--- config.mk ---
export PLATFORM = sky130hd
export DESIGN_NAME = prime_failover_ctrl
export DESIGN_NICKNAME = d
export VERILOG_FILES = /design/src/rtl/prime_failover_ctrl.sv
export SDC_FILE = /design/constraint.sdc
export NUM_CORES = 1
export LEC_CHECK = 0
export CORE_MARGIN = 4
export CORE_UTILIZATION = 33
export DETAILED_ROUTE_END_ITERATION = 10
export PLACE_DENSITY_LB_ADDON = 0.12
export SLEW_MARGIN = 15
export SYNTH_ARGS = -nofsm -noshare
export SYNTH_HDL_FRONTEND = slang
export SYNTH_SLANG_ARGS = --single-unit
--- constraint.sdc ---
create_clock -name clk -period 3.2 [get_ports clk]
set_input_delay 0.64 -clock clk [delete_from_list [all_inputs] [get_ports clk]]
set_output_delay 0.64 -clock clk [all_outputs]
set_load 0.05 [all_outputs]
--- src/rtl/prime_failover_ctrl.sv ---
// Dual-channel prime selector with debounced health, power-on-reset retries
// and per-channel lockout after repeated failures.
module prime_failover_ctrl #(
    parameter int unsigned STARTUP_TIMEOUT = 250000000,
    parameter int unsigned POR_CYCLES      = 50000000,
    parameter int unsigned STABLE_CYCLES   = 16,
    parameter int unsigned MAX_RETRIES     = 3
) (
    input  logic       clk,
    input  logic       reset_n,
    input  logic [1:0] health,
    input  logic       manual_swap,
    input  logic       clear_lockout,
    output logic [1:0] prime,
    output logic [1:0] por,
    output logic [1:0] lockout,
    output logic [1:0] retry_cnt0,
    output logic [1:0] retry_cnt1
);

    localparam int STW = $clog2(STARTUP_TIMEOUT + 1);
    localparam int PW  = $clog2(POR_CYCLES + 1);
    localparam int FW  = $clog2(STABLE_CYCLES + 1);

    localparam logic [STW-1:0] START_MAX = STW'(STARTUP_TIMEOUT);
    localparam logic [PW-1:0]  POR_LAST  = PW'(POR_CYCLES - 1);
    localparam logic [FW-1:0]  FILT_LAST = FW'(STABLE_CYCLES - 1);
    localparam logic [1:0]     RETRY_MAX = 2'(MAX_RETRIES);

    // The enum values double as the prime output encoding.
    typedef enum logic [1:0] {
        NO_PRIME = 2'b00,
        PRIME_A  = 2'b01,
        PRIME_B  = 2'b10
    } state_e;

    state_e                 state_q, state_d;
    logic [1:0]             fh_q, fhDly_q;
    logic [1:0][FW-1:0]     filtCnt_q;
    logic [STW-1:0]         startCnt_q;
    logic [1:0]             por_q, por_d;
    logic [1:0][PW-1:0]     porCnt_q, porCnt_d;
    logic [1:0]             lockout_q, lockout_d;
    logic [1:0][1:0]        retry_q, retry_d;
    logic [1:0][1:0]        retryBase;
    logic [1:0]             eligible;
    logic [1:0]             fail;
    logic                   toReached;

    assign toReached    = (startCnt_q == START_MAX);
    assign eligible     = fh_q & ~por_q & ~lockout_q;
    assign fail         = fhDly_q & ~fh_q & ~por_q & ~lockout_q;
    assign retryBase[0] = clear_lockout ? 2'b00 : retry_q[0];
    assign retryBase[1] = clear_lockout ? 2'b00 : retry_q[1];

    // Debounce raw health: fh follows health only after a sustained disagreement.
    always_ff @(posedge clk or negedge reset_n) begin
        if (!reset_n) begin
            fh_q      <= '0;
            fhDly_q   <= '0;
            filtCnt_q <= '0;
        end else begin
            fhDly_q <= fh_q;
            for (int i = 0; i < 2; i++) begin
                if (health[i] != fh_q[i]) begin
                    if (filtCnt_q[i] == FILT_LAST) begin
                        fh_q[i]      <= health[i];
                        filtCnt_q[i] <= '0;
                    end else begin
                        filtCnt_q[i] <= filtCnt_q[i] + 1'b1;
                    end
                end else begin
                    filtCnt_q[i] <= '0;
                end
            end
        end
    end

    // Startup counter saturates so channel B can eventually claim prime on its own.
    always_ff @(posedge clk or negedge reset_n) begin
        if (!reset_n) begin
            startCnt_q <= '0;
        end else if (!toReached) begin
            startCnt_q <= startCnt_q + 1'b1;
        end
    end

    // Per-channel restart bookkeeping: por pulse timing, retry counts, lockout.
    always_comb begin
        por_d     = por_q;
        porCnt_d  = porCnt_q;
        lockout_d = lockout_q;
        retry_d   = retry_q;
        for (int i = 0; i < 2; i++) begin
            retry_d[i] = retryBase[i];
            if (clear_lockout) begin
                lockout_d[i] = 1'b0;
            end
            if (por_q[i]) begin
                if (porCnt_q[i] == '0) begin
                    por_d[i] = 1'b0;
                end else begin
                    porCnt_d[i] = porCnt_q[i] - 1'b1;
                end
            end
            if (fail[i]) begin
                if (retryBase[i] < RETRY_MAX) begin
                    por_d[i]    = 1'b1;
                    porCnt_d[i] = POR_LAST;
                    retry_d[i]  = retryBase[i] + 2'd1;
                end else begin
                    lockout_d[i] = 1'b1;
                end
            end
        end
    end

    // Register the restart bookkeeping; reset aborts any pulse in flight.
    always_ff @(posedge clk or negedge reset_n) begin
        if (!reset_n) begin
            por_q     <= '0;
            porCnt_q  <= '0;
            lockout_q <= '0;
            retry_q   <= '0;
        end else begin
            por_q     <= por_d;
            porCnt_q  <= porCnt_d;
            lockout_q <= lockout_d;
            retry_q   <= retry_d;
        end
    end

    // Prime selection: A preferred from idle, failover on ineligibility, manual swap.
    always_comb begin
        state_d = state_q;
        unique case (state_q)
            NO_PRIME: begin
                if (eligible[0]) begin
                    state_d = PRIME_A;
                end else if (toReached && eligible[1]) begin
                    state_d = PRIME_B;
                end
            end
            PRIME_A: begin
                if (!eligible[0]) begin
                    state_d = eligible[1] ? PRIME_B : NO_PRIME;
                end else if (manual_swap && eligible[1]) begin
                    state_d = PRIME_B;
                end
            end
            PRIME_B: begin
                if (!eligible[1]) begin
                    state_d = eligible[0] ? PRIME_A : NO_PRIME;
                end else if (manual_swap && eligible[0]) begin
                    state_d = PRIME_A;
                end
            end
            default: state_d = NO_PRIME;
        endcase
    end

    // Prime state register.
    always_ff @(posedge clk or negedge reset_n) begin
        if (!reset_n) begin
            state_q <= NO_PRIME;
        end else begin
            state_q <= state_d;
        end
    end

    assign prime      = state_q;
    assign por        = por_q;
    assign lockout    = lockout_q;
    assign retry_cnt0 = retry_q[0];
    assign retry_cnt1 = retry_q[1];

endmodule

# Yosys cells after proc, flatten, opt, wreduce, memory -nomap -nowiden
# Index checks and enable logic that the tools add are counted.
[word_totals] ff_bits=104 in_bits=6 wordCells=90 out_inout_bits=10
[classes] order_cmp=2 n_mux=41 n_reduce_logical=9 n_bitwise=8 addsub=7 eq_ne=10
[op_table] cell="$mux 26" count=8
[op_table] cell="$logic_not 26->1" count=2
[op_table] cell="$sub 26x1->26 const B" count=2
[op_table] cell="$add 28x1->28 const B" count=1
[op_table] cell="$eq 28x28->1 const B" count=1
[op_table] cell="$mux 2" count=13
[op_table] cell="$mux 5" count=4
[op_table] cell="$mux 1" count=15
[op_table] cell="$add 5x1->5 const B" count=2
[op_table] cell="$and 2x2->2" count=5
[op_table] cell="$eq 5x4->1 const B" count=2
[op_table] cell="$ne 3x3->1 const B" count=3
[op_table] cell="$not 2->2" count=3
[op_table] cell="$pmux 2 s3" count=1
[op_table] cell="$add 2x1->2 const B" count=2
[op_table] cell="$lt 2x2->1 const B" count=2
[op_table] cell="$reduce_and 2->1" count=2
[op_table] cell="$logic_and 1x1->1" count=3
[op_table] cell="$reduce_and 3->1" count=1
[op_table] cell="$eq 2x1->1 const B" count=1
[op_table] cell="$eq 2x2->1 const B" count=1
[op_table] cell="$logic_not 2->1" count=1
[op_table] cell="$ne 1x1->1" count=2

# Longest topological paths before layout
[logic_depth] ltp_word=7 depth_mapped=8 ltp_nobuf=7

# Worst setup path before layout
# No wires, ideal clock.
[synth_path] path_type="flip-flop to flip-flop" startpoint="reg porCnt_q[0] (netlist name)" endpoint="reg porCnt_q[14] (netlist name)" period_less_slack_ns=2.397 path_slack_ns=0.803 path_stages_with_launch=8 required_time_ns=3.131 t_arrival_ns=2.328 setup_ns=0.069 n_path_buf=0 path_cell_list="dfrtp_1 > inv_1 > ha_1 > or3b_2 > nor4_2 > o211ai_1 > or4_2 > nand3_1"
[synth_lines] item="start: declaration" line="42" rtl="logic [1:0][PW-1:0] porCnt_q, porCnt_d;"
[synth_lines] item="start signal: assignment" line="127" rtl="porCnt_q <= porCnt_d;"

==> metrics.md <==
| Metric | Value |
|---|---|
| Core area | `15300 um^2` |
| Die height | `133 um` |
| Rel. slew slack | `52.9%` |
| Tot GR Track Use | `13.2%` |
| Placed cells | `729` |
| Final non-filler cell total | `745` |
| Worst Hold Class | `in2async` |
| Postcts setup bufs | `0` |
| DR DRC count | `0` |
| Max Buffers Root-to-Sink | `2` |
| Leakage power | `2.31 nW` |
| Fraction of layout cells with a size suffix above 1 | `9.36%` |
| WL met1 | `5460 um` |
| Syn Inst Count | `507` |
| Vias in the first global route | `3856` |
| Synth area leader | `dfrtp_1` |
| Most common cell after layout, fill and taps aside | `dfrtp_1` |
| Crit path launch type | `flip-flop` |
| Yosys reg bits | `104` |
| Post-route clock period utilization | `82.8%` |
| DP HPWL | `7540 um` |
| Die extent in x | `133 um` |
| Most frequent cells in the layout | `dfrtp_1, nor2_1, nand2_1` |
| PD cells | `431 nW/um^2` |
| DR iter-0 viols | `210` |
| Remaining global-route overflow | `0` |
| Pin count of the biggest net entering global routing | `49` |
| Synth unique cells | `61` |
| Rows | `45` |
| Min Hold Slack | `0.252 ns` |
| Crit path cell chain | `or4_4 > or4_4 > o31ai_1 > buf_4 > nor4_1 > mux2i_1` |
| Drt first pass iters | `4` |
| Number of synthesized flops with an enable pin | `0` |
| Diodes inserted | `0` |
| Total Nets Final | `541` |
| Post-DRT Antenna Nets | `0` |
| Setup Crit Path Kind | `reg2reg` |
| Cell area after synthesis | `5160 um^2` |
| Setup violations, final | `0` |
| Post-synth top area share | `50.4%` |
| Skew final | `0.0107 ns` |
| Top sig layer | `met4` |
| Logic pwr share | `2.0%` |
| Final slew viol count | `0` |
| Initial Util | `33.8%` |
| Mean Syn Cell Area | `10.2 um^2` |
| Worst-Margin Slew | `0.705 ns` |
| Switch Pwr | `578 uW` |
| Worst-skew pair later-pin latency | `0.35 ns` |
| RD Place Congestion | `0.775` |
| Worst endpoint required time | `3.42 ns` |
| CTS sink count | `104` |
| Vias per cell | `5.19` |
| Crit path max fanout | `8` |
| Crit path arrival time | `2.87 ns` |
| Fin. Hold Viols | `0` |
| Ports | `16` |
| Final worst setup slack | `0.549 ns` |
| RSZ-0062 raised after global routing | `false` |
| Yosys warnings | `0` |
| CTS tree | `yes` |
| Synth area leaders | `dfrtp_1, xor2_1, xnor2_1` |
| Total chip power | `2.54 mW` |
| Int Power | `1.96 mW` |
| Reg power frac | `52.2%` |
| Wire length on met2 | `4850 um` |
| Setup tns final | `0 ns` |
| Crit path top cell by count | `or4_4` |
| Layout area overhead | `14.1%` |
| CP max-delay cell | `or4_4` |
| Post-synth ARST share | `100%` |
| PortBufs | `15` |
| Syn Nets | `519` |
| CP bufs+invs | `1` |
| DR WL/cell | `14.5 um` |
| Routed WL | `10800 um` |
| Clock share of power | `45.9%` |
| Via count | `3869` |
| Cts repair resizes | `0` |
| CTS Root Cell | `clkbuf_16` |
| Initial antenna violation count | `0` |
| Most used flip-flop cell after synthesis | `dfrtp_1` |
| Worst slack, placed | `0.563 ns` |
| First-pass GRT wire length | `19100 um` |
| H-Tree Depth | `3` |
| Die area | `17700 um^2` |
| Register area share after synthesis | `50.4%` |
| Switch share | `22.8%` |
| DR WL met3 | `378 um` |
| Crit end category | `flip-flop` |
| CTS clk-pin slew, worst paths | `0.07 ns` |
| Peak VDD IR | `0.263 mV` |
| Post-route minimum period | `2.65 ns` |
| Status | `complete, no violations` |
| Total CTS buffers | `9` |
| Fmax | `377 MHz` |
| CTS Hold Bufs | `0` |
| Max Cap Viol | `0` |
| Family with the most delay on the worst path | `simple AND/OR/NAND/NOR gates` |
| CP peak stage delay | `0.57 ns` |
-- logic make-up after synthesis --
group | share of synthesized area, %
compound gates | 10.8
xor+xnor | 6.79
fa+ha+maj | 1.45
buf+inv | 2.38
flops | 50.4
mux | 2.38
simple gates | 25.8
-- cell type report --
type / count / area, um^2
fill: 1505 / 9370
clock inverter: 7 / 88.8
clock buffer: 9 / 225
tap: 211 / 264
multi-input combinational: 379 / 2430
timing repair buffer: 25 / 235
sequential: 104 / 2600
inverter: 10 / 37.5
-- metrics by stage --
stage	utilization [%]	area (um^2)
6_report	38.6	5890
5_1_grt	38.6	5890
4_1_cts	38.6	5890
3_5_place_dp	36.5	5570
3_3_place_gp	36.5	5570
2_1_floorplan	-	5160
-- state kept, by name (all words and copies together) (netlist names) --
signal,count
porCnt_q,52
fhDly_q,2
fh_q,2
startCnt_q,28
retry_cnt0,2
lockout,2
prime,2
filtCnt_q,10
por,2
retry_cnt1,2
-- power by group through the flow --
stage / Sequential (mW) / Combinational [mW] / Clock, mW
after floorplan: 1.35 / 0.0105 / 0
after global placement: 1.35 / 0.0524 / 0
after CTS: 1.32 / 0.0535 / 1.22
after global routing: 1.32 / 0.0597 / 1.27
final: 1.32 / 0.0497 / 1.16
after detailed placement: 1.35 / 0.0537 / 0
-- Yosys cell counts, types with 9 or more instances --
| cell type | count |
|---|---|
| a21oi_1 | 19 |
| and3_1 | 9 |
| dfrtp_1 | 104 |
| inv_1 | 10 |
| mux2i_1 | 10 |
| nand2_1 | 39 |
| nand3_1 | 31 |
| nand4_1 | 16 |
| nor2_1 | 42 |
| nor3_1 | 21 |
| nor4_1 | 14 |
| o21ai_0 | 13 |
| o31ai_1 | 10 |
| or3_1 | 10 |
| xnor2_1 | 19 |
| xor2_1 | 21 |
-- worst paths after layout --
kind,startpoint,end,slack (ns),cells after the start
max,porCnt_q[10]$_DFF_PN0_,porCnt_q[11]$_DFF_PN0_,0.55,6
min,reset_n,por[1]$_DFF_PN0_,0.25,1
max reg2reg,porCnt_q[10]$_DFF_PN0_,porCnt_q[11]$_DFF_PN0_,0.55,6
min reg2reg,fh_q[0]$_DFFE_PN0P_,fhDly_q[0]$_DFF_PN0_,0.46,0
max in group asynchronous,reset_n,filtCnt_q[9]$_DFF_PN0_,2.24,2
min in group clk,fh_q[0]$_DFFE_PN0P_,fhDly_q[0]$_DFF_PN0_,0.46,0
-- worst reg2reg max path: stages (launching register included) --
cell and delay, ns:
dfrtp_1 0.42, or4_4 0.57, or4_4 0.50, o31ai_1 0.57
buf_4 0.26, nor4_1 0.07, mux2i_1 0.14
-- layer usage --
| metal | track usage [%] | vias to the layer above |
|---|---|---|
| met5 | 0 | - |
| li1 | - | 1915 |
| met3 | 3.88 | 10 |
| met2 | 20.4 | 45 |
| met1 | 18.2 | 1899 |
| met4 | 3.41 | 0 |
No activity file was read; power rests on OpenSTA's default activity.
